## src/rtl/collision_job_scheduler.sv

```systemverilog
// Job queue + single-search sequencer for the collision searcher array.
// Optional SCHED_STATS_EN adds saturating job/timeout counters.
//
// state    | meaning
// IDLE     | waiting for a queued job; pops the head when one is present
// ISSUE    | srch_start pulse, timer cleared
// RUN      | search in progress, timer counting toward TIMEOUT
// ABORT    | srch_abort pulse after a timeout
// DRAIN    | one cycle for the searchers to self-reset
// REPORT   | result record held until res_ready
module collision_job_scheduler #(
  parameter int DEPTH_LOG2 = 2,
  parameter int ID_W       = 4,
  parameter int TIMEOUT    = 1024
) (
  input  logic                  clk,
  input  logic                  reset,
  input  logic                  job_valid,
  output logic                  job_ready,
  input  logic [4:0]            job_target,
  input  logic [ID_W-1:0]       job_id,
  output logic                  busy,
  output logic [DEPTH_LOG2:0]   queue_level,
  output logic                  srch_start,
  output logic [4:0]            srch_target,
  output logic                  srch_abort,
  input  logic                  srch_done,
  input  logic [31:0]           srch_result,
  input  logic [31:0]           srch_digests,
  output logic                  res_valid,
  input  logic                  res_ready,
  output logic [ID_W-1:0]       res_id,
  output logic                  res_found,
  output logic [31:0]           res_counter,
  output logic [31:0]           res_digests
`ifdef SCHED_STATS_EN
  ,
  output logic [31:0]           stat_jobs,
  output logic [31:0]           stat_timeouts
`endif
);

  localparam int                DEPTH   = 2 ** DEPTH_LOG2;
  localparam logic [DEPTH_LOG2:0] FULL  = (DEPTH_LOG2 + 1)'(DEPTH);
  localparam logic [31:0]       TO_LAST = 32'(TIMEOUT - 1);
  localparam bit                TO_EN   = (TIMEOUT != 0);

  typedef enum logic [2:0] {
    S_IDLE, S_ISSUE, S_RUN, S_ABORT, S_DRAIN, S_REPORT
  } state_t;

  state_t                  state_q, state_d;
  logic [4:0]              mem_tgt_q [DEPTH];
  logic [4:0]              mem_tgt_d [DEPTH];
  logic [ID_W-1:0]         mem_id_q  [DEPTH];
  logic [ID_W-1:0]         mem_id_d  [DEPTH];
  logic [DEPTH_LOG2-1:0]   wr_ptr_q, wr_ptr_d, rd_ptr_q, rd_ptr_d;
  logic [DEPTH_LOG2:0]     level_q, level_d;
  logic [ID_W-1:0]         cur_id_q, cur_id_d;
  logic [31:0]             timer_q, timer_d;
  logic                    srch_start_q, srch_start_d;
  logic [4:0]              srch_target_q, srch_target_d;
  logic                    srch_abort_q, srch_abort_d;
  logic                    res_valid_q, res_valid_d;
  logic [ID_W-1:0]         res_id_q, res_id_d;
  logic                    res_found_q, res_found_d;
  logic [31:0]             res_counter_q, res_counter_d;
  logic [31:0]             res_digests_q, res_digests_d;
  logic [31:0]             stat_jobs_q, stat_jobs_d;
  logic [31:0]             stat_timeouts_q, stat_timeouts_d;
  logic                    push, pop;

  assign job_ready   = (level_q != FULL);
  assign queue_level = level_q;
  assign busy        = (state_q != S_IDLE) || (level_q != '0);
  assign srch_start  = srch_start_q;
  assign srch_target = srch_target_q;
  assign srch_abort  = srch_abort_q;
  assign res_valid   = res_valid_q;
  assign res_id      = res_id_q;
  assign res_found   = res_found_q;
  assign res_counter = res_counter_q;
  assign res_digests = res_digests_q;
`ifdef SCHED_STATS_EN
  assign stat_jobs     = stat_jobs_q;
  assign stat_timeouts = stat_timeouts_q;
`endif

  always_comb begin
    state_d         = state_q;
    mem_tgt_d       = mem_tgt_q;
    mem_id_d        = mem_id_q;
    wr_ptr_d        = wr_ptr_q;
    rd_ptr_d        = rd_ptr_q;
    level_d         = level_q;
    cur_id_d        = cur_id_q;
    timer_d         = timer_q;
    srch_start_d    = 1'b0;
    srch_target_d   = srch_target_q;
    srch_abort_d    = 1'b0;
    res_valid_d     = res_valid_q;
    res_id_d        = res_id_q;
    res_found_d     = res_found_q;
    res_counter_d   = res_counter_q;
    res_digests_d   = res_digests_q;
    stat_jobs_d     = stat_jobs_q;
    stat_timeouts_d = stat_timeouts_q;
    push            = job_valid && job_ready;
    pop             = 1'b0;

    case (state_q)
      S_IDLE: begin
        if (level_q != '0) begin
          pop           = 1'b1;
          cur_id_d      = mem_id_q[rd_ptr_q];
          srch_target_d = mem_tgt_q[rd_ptr_q];
          srch_start_d  = 1'b1;
          timer_d       = '0;
          state_d       = S_ISSUE;
        end
      end
      S_ISSUE: begin
        timer_d = '0;
        state_d = S_RUN;
      end
      S_RUN: begin
        timer_d = timer_q + 32'd1;
        // done has priority over a timeout landing in the same cycle
        if (srch_done) begin
          res_counter_d = srch_result;
          res_digests_d = srch_digests;
          res_found_d   = 1'b1;
          state_d       = S_DRAIN;
        end else if (TO_EN && (timer_q == TO_LAST)) begin
          res_counter_d = '0;
          res_digests_d = srch_digests;
          res_found_d   = 1'b0;
          srch_abort_d  = 1'b1;
          state_d       = S_ABORT;
          if (stat_timeouts_q != '1) stat_timeouts_d = stat_timeouts_q + 32'd1;
        end
      end
      S_ABORT: state_d = S_DRAIN;
      S_DRAIN: begin
        res_valid_d = 1'b1;
        res_id_d    = cur_id_q;
        state_d     = S_REPORT;
      end
      S_REPORT: begin
        if (res_ready) begin
          res_valid_d = 1'b0;
          state_d     = S_IDLE;
          if (stat_jobs_q != '1) stat_jobs_d = stat_jobs_q + 32'd1;
        end
      end
      default: state_d = S_IDLE;
    endcase

    if (push) begin
      mem_tgt_d[wr_ptr_q] = job_target;
      mem_id_d[wr_ptr_q]  = job_id;
      wr_ptr_d            = wr_ptr_q + DEPTH_LOG2'(1);
    end
    if (pop) rd_ptr_d = rd_ptr_q + DEPTH_LOG2'(1);
    case ({push, pop})
      2'b10:   level_d = level_q + (DEPTH_LOG2 + 1)'(1);
      2'b01:   level_d = level_q - (DEPTH_LOG2 + 1)'(1);
      default: level_d = level_q;
    endcase
  end

  always_ff @(posedge clk or negedge reset) begin
    if (!reset) begin
      state_q         <= S_IDLE;
      mem_tgt_q       <= '{default: '0};
      mem_id_q        <= '{default: '0};
      wr_ptr_q        <= '0;
      rd_ptr_q        <= '0;
      level_q         <= '0;
      cur_id_q        <= '0;
      timer_q         <= '0;
      srch_start_q    <= 1'b0;
      srch_target_q   <= '0;
      srch_abort_q    <= 1'b0;
      res_valid_q     <= 1'b0;
      res_id_q        <= '0;
      res_found_q     <= 1'b0;
      res_counter_q   <= '0;
      res_digests_q   <= '0;
      stat_jobs_q     <= '0;
      stat_timeouts_q <= '0;
    end else begin
      state_q         <= state_d;
      mem_tgt_q       <= mem_tgt_d;
      mem_id_q        <= mem_id_d;
      wr_ptr_q        <= wr_ptr_d;
      rd_ptr_q        <= rd_ptr_d;
      level_q         <= level_d;
      cur_id_q        <= cur_id_d;
      timer_q         <= timer_d;
      srch_start_q    <= srch_start_d;
      srch_target_q   <= srch_target_d;
      srch_abort_q    <= srch_abort_d;
      res_valid_q     <= res_valid_d;
      res_id_q        <= res_id_d;
      res_found_q     <= res_found_d;
      res_counter_q   <= res_counter_d;
      res_digests_q   <= res_digests_d;
      stat_jobs_q     <= stat_jobs_d;
      stat_timeouts_q <= stat_timeouts_d;
    end
  end

`ifndef SCHED_STATS_EN
  logic unused_stats;
  assign unused_stats = ^{stat_jobs_q, stat_timeouts_q};
`endif

endmodule

```

## config.mk

```make
export PLATFORM = sky130hd
export DESIGN_NAME = collision_job_scheduler
export DESIGN_NICKNAME = d
export VERILOG_FILES = /design/src/rtl/collision_job_scheduler.sv
export SDC_FILE = /design/constraint.sdc
export NUM_CORES = 1
export LEC_CHECK = 0
export ABC_AREA = 0
export CAP_MARGIN = 20
export CORE_MARGIN = 2
export CORE_UTILIZATION = 40
export CTS_CLUSTER_DIAMETER = 30
export DETAILED_ROUTE_END_ITERATION = 6
export GPL_TIMING_DRIVEN = 0
export PLACE_DENSITY = 0.66
export RECOVER_POWER = 50
export SLEW_MARGIN = 20
export SYNTH_ARGS = -nofsm -noshare
export SYNTH_HDL_FRONTEND = slang
export SYNTH_SLANG_ARGS = --single-unit
```

## constraint.sdc

```tcl
create_clock -name clk -period 6.4 [get_ports clk]
set_clock_uncertainty 0.1 [all_clocks]
set_input_delay 1.28 -clock clk [delete_from_list [all_inputs] [get_ports clk]]
set_output_delay 1.28 -clock clk [all_outputs]
set_load 0.02 [all_outputs]
```

==> run summary <==
CLOCKING
-----------------------------------------------------------------------------------------------------
Library cell used as clock root buffer ................................................. sky130_fd_sc_hd__clkbuf_16
Sinks on Clock Net .....................................................................          159
Maximum buffer depth of the clock tree .................................................            2
Worst-path clk slew ....................................................................      0.06 ns
CTS H-Tree Depth .......................................................................            4
CTS Hold Bufs ..........................................................................            0
Post-CTS Setup Repair Bufs .............................................................            0
CTS tree ...............................................................................         done
Resized Gates After CTS ................................................................            0
Number of buffers created by CTS .......................................................           17
Insertion delay of the later-clocked pin in the worst-skew pair ........................      0.43 ns

ROUTING
-----------------------------------------------------------------------------------------------------
Met3 Wirelength ........................................................................       642 um
Number of detailed-route iterations in the first pass ..................................            4
Highest layer used for signal routing ..................................................         met5
Wirelength per Cell ....................................................................      18.0 um
Drc violations .........................................................................            0
Count of routing violations after the opening detailed-route iteration .................          185
Met2 WL ................................................................................      8540 um
Count of antenna-violating nets left after detailed routing ............................            0
Final wirelength .......................................................................     16400 um
Total via count after detailed routing .................................................         4679
Number of vias per cell ................................................................         5.13
Met1 wire length .......................................................................      6780 um

FLOORPLAN
-----------------------------------------------------------------------------------------------------
X dimension of the die .................................................................       135 um
Height of the chip .....................................................................       135 um
Num rows ...............................................................................           47
Total Die Area .........................................................................   18200 um^2
Num ports ..............................................................................          160
Starting utilization of the core area ..................................................        0.411
Core Footprint .........................................................................   16700 um^2

LOGIC SYNTHESIS
-----------------------------------------------------------------------------------------------------
Number of warnings printed during yosys synthesis ......................................            0
Multiplexer area fraction after synthesis ..............................................        0.180
Mapped cell area .......................................................................    6870 um^2
Sequential cell area fraction in the yosys report ......................................        0.579
Biggest area contributors in the synthesized netlist ................................... sky130_fd_sc_hd__dfrtp_1 (58%), sky130_fd_sc_hd__mux2_2 (8.7%), sky130_fd_sc_hd__mux2_4 (6.1%)
Cell types with the highest counts after synthesis ..................................... sky130_fd_sc_hd__dfrtp_1 (159), sky130_fd_sc_hd__mux2_2 (53), sky130_fd_sc_hd__nor2_1 (41)
Proportion of netlist area held by the largest area contributor ........................        0.579
Seq cells post-synth ...................................................................          159
Synth Area in Compound Gates ...........................................................       0.0597
Post-synthesis share of cell area spent on full adders, half adders and majority gates .       0.0138
Async set or reset register ratio after synthesis ......................................         1.00
Net count after synthesis ..............................................................          585
Library cell with the highest instance count after synthesis ........................... sky130_fd_sc_hd__dfrtp_1
Top_reg_cell synth ..................................................................... sky130_fd_sc_hd__dfrtp_1
Leading area contributor after synthesis ............................................... sky130_fd_sc_hd__dfrtp_1
Number of library cell types mapped by synthesis .......................................           47
Basic-gate share of the synthesized area counting and, or, nand and nor cells ..........       0.0987
Xor and xnor area share after synthesis ................................................       0.0433
Cells after synthesis ..................................................................          500
Number of synthesized flops with an enable pin .........................................            0
Synthesized area per cell ..............................................................    13.7 um^2
Dominant combinational cell family by area after synthesis ............................. multiplexers

TIMING
-----------------------------------------------------------------------------------------------------
Share of the clock period used by the worst path after layout ..........................        0.674
Final-report setup violation count .....................................................            0
Final Max Slew Viols ...................................................................           79
Transition time of the tightest slew-check pin .........................................      3.70 ns
Shortest clock period the worst path allows after layout ...............................      4.31 ns
F_max ..................................................................................      232 MHz
Final Hold Vio Count ...................................................................            0
Setup_tns ..............................................................................         0 ns
Max_slew headroom ......................................................................        -1.47
RSZ-0062 raised after global routing ...................................................           no
Setup slack of the critical path after layout ..........................................      2.09 ns

POWER
-----------------------------------------------------------------------------------------------------
Maximum ir drop on the vdd rail ........................................................     0.290 mV
Total power per unit cell area .........................................................  496 nW/um^2
Tot Pwr ................................................................................      4.64 mW
Leak ...................................................................................      4.13 nW

LAYOUT
-----------------------------------------------------------------------------------------------------
Layout overhead on the synthesized area ................................................        36.0%
Final non-filler cell total ............................................................          912
Final-stage net count ..................................................................          764
Antenna Cells ..........................................................................            0
Core occupancy in the finished layout ..................................................        0.560
Fraction of final layout cells sized beyond drive strength 1 ...........................        0.195

CRITICAL PATH
-----------------------------------------------------------------------------------------------------
Type of origin of the critical path ....................................................    input pin
Arrival time at the worst endpoint .....................................................      3.89 ns
Highest fanout seen on the critical path ...............................................           68
Worst setup EP type ....................................................................    async pin
CP peak stage delay ....................................................................      2.56 ns
Worst path top cell family by delay .................................................... buffers and inverters
Required @ worst endpoint ..............................................................      5.98 ns
Worst Path Class, Setup ................................................................ input pin to async pin
Cell type of the slowest stage on the worst timing path ................................ sky130_fd_sc_hd__clkbuf_1
CP cell instances ......................................................................     clkbuf_1
Buf+Inv Stages, Crit Path ..............................................................            1

STATUS
-----------------------------------------------------------------------------------------------------
Violations in the final reports ........................................................ max-capacitance violations, max-slew violations
Run status ............................................................................. finished, violations left

HOLD PATH
-----------------------------------------------------------------------------------------------------
Hold Path Class ........................................................................ register to register

PLACEMENT
-----------------------------------------------------------------------------------------------------
IO Port Bufs ...........................................................................          159
Pre-CTS setup slack ....................................................................      2.95 ns
Placed cells ...........................................................................          880
Gp weighted congestion .................................................................        0.805
Total half-perimeter wirelength after legalization and detailed placement ..............     11800 um

GLOBAL ROUTING
-----------------------------------------------------------------------------------------------------
Total gr overflow ......................................................................            0
Via count of the first global-routing pass .............................................         4962
Global Route Usage Sum .................................................................        0.186
Wire length of the first global-routing pass ...........................................     26200 um
Maximum number of pins on one net before global-route repair ...........................           93
Antenna violations before repair .......................................................            1

JOB
-----------------------------------------------------------------------------------------------------
Max-cap check violation count ..........................................................            2

-- cells in the final DEF (no fill, tap or decap), types with 3 or more instances in the layout --
| cell | count |
|---|---|
| sky130_fd_sc_hd__a21o_1 | 3 |
| sky130_fd_sc_hd__a22o_1 | 33 |
| sky130_fd_sc_hd__and2_1 | 3 |
| sky130_fd_sc_hd__and3_1 | 3 |
| sky130_fd_sc_hd__and4_1 | 3 |
| sky130_fd_sc_hd__buf_1 | 3 |
| sky130_fd_sc_hd__buf_2 | 4 |
| sky130_fd_sc_hd__bufinv_16 | 3 |
| sky130_fd_sc_hd__clkbuf_1 | 16 |
| sky130_fd_sc_hd__clkbuf_16 | 17 |
| sky130_fd_sc_hd__clkdlybuf4s50_1 | 155 |
| sky130_fd_sc_hd__dfrtp_1 | 159 |
| sky130_fd_sc_hd__dlygate4sd3_1 | 3 |
| sky130_fd_sc_hd__ha_1 | 6 |
| sky130_fd_sc_hd__inv_1 | 10 |
| sky130_fd_sc_hd__inv_6 | 3 |
| sky130_fd_sc_hd__mux2_2 | 52 |
| sky130_fd_sc_hd__mux2_4 | 28 |
| sky130_fd_sc_hd__mux4_2 | 9 |
| sky130_fd_sc_hd__nand2_1 | 17 |
| sky130_fd_sc_hd__nand2b_1 | 3 |
| sky130_fd_sc_hd__nand3_1 | 9 |
| sky130_fd_sc_hd__nand3b_1 | 3 |
| sky130_fd_sc_hd__nand4_1 | 19 |
| sky130_fd_sc_hd__nor2_1 | 41 |
| sky130_fd_sc_hd__nor3_1 | 7 |
| sky130_fd_sc_hd__nor4_1 | 5 |
| sky130_fd_sc_hd__o21ai_0 | 5 |
| sky130_fd_sc_hd__xnor2_1 | 5 |
| sky130_fd_sc_hd__xor2_1 | 29 |
-- per-layer routing --
layer | up-vias | track usage
met3 | 33 | 0.0439
met2 | 93 | 0.318
met4 | 2 | 0.0689
met1 | 2396 | 0.231
li1 | 2155 | -
met5 | - | 0
-- worst register-to-register path: stages, from the launching register on --
cell and delay, ns:
sky130_fd_sc_hd__dfrtp_1 0.37, sky130_fd_sc_hd__clkbuf_1 0.21, sky130_fd_sc_hd__nor4_1 0.59, sky130_fd_sc_hd__clkbuf_1 0.65
sky130_fd_sc_hd__ha_1 0.31, sky130_fd_sc_hd__inv_1 0.07, sky130_fd_sc_hd__fa_1 0.37, sky130_fd_sc_hd__xor2_1 0.15
sky130_fd_sc_hd__nor2_1 0.11, sky130_fd_sc_hd__xor2_1 0.16
-- where the power goes --
part           internal (mW)  switching, mW
clock network          0.644          0.429
logic                   1.04          0.892
registers               1.41          0.226
-- metrics by stage --
stage | instance area [um^2] | hold WS [ns]
after floorplan | 6870 | 0.374
after global placement | 8740 | 0.382
after detailed placement | 8770 | 0.384
after CTS | 9400 | 0.404
after global routing | 9350 | 0.419
final | 9350 | 0.402
-- sequential cells by signal, summed over array words and instances, names as in the netlist, 3 cells and up --
signal,cells
state_q,3
res_digests,32
res_counter,32
timer_q,32
queue_level,3
mem_id_q,16
mem_tgt_q,20
res_id,4
cur_id_q,4
srch_target,5
-- final timing paths --
| path | depth (start not counted) | start | slack, ns | to |
|---|---|---|---|---|
| worst min-delay path | 1 | mem_id_q[8] | 0.40 | mem_id_q[8] |
| worst max register to register | 9 | state_q[1] | 3.25 | queue_level[2] |
| max in group clk | 3 | queue_level[0] | 2.66 | busy |
| worst max-delay path | 1 | reset | 2.09 | srch_abort |
| worst min register to register | 1 | mem_id_q[8] | 0.40 | mem_id_q[8] |
| min in group asynchronous | 1 | reset | 2.02 | res_counter[7] |
-- final cells by class --
cell class | count | area (um^2)
Clock inverter | 13 | 176
Inverter | 10 | 37.5
Buffer | 24 | 110
Tap cell | 220 | 275
Timing Repair Buffer | 160 | 1610
Fill cell | 1388 | 7350
Clock buffer | 19 | 453
Sequential cell | 159 | 3980
Multi-Input combinational cell | 307 | 2700
-- logic make-up after synthesis --
kind of cell / after synthesis
flip-flops: 159
AND/OR/NAND/NOR: 125
multiplexers: 92
AO/OA/AOI/OAI: 49
XOR/XNOR: 34
buffers and inverters: 34
adder cells (fa/ha/maj): 7
No activity file was read; power rests on OpenSTA's default activity.
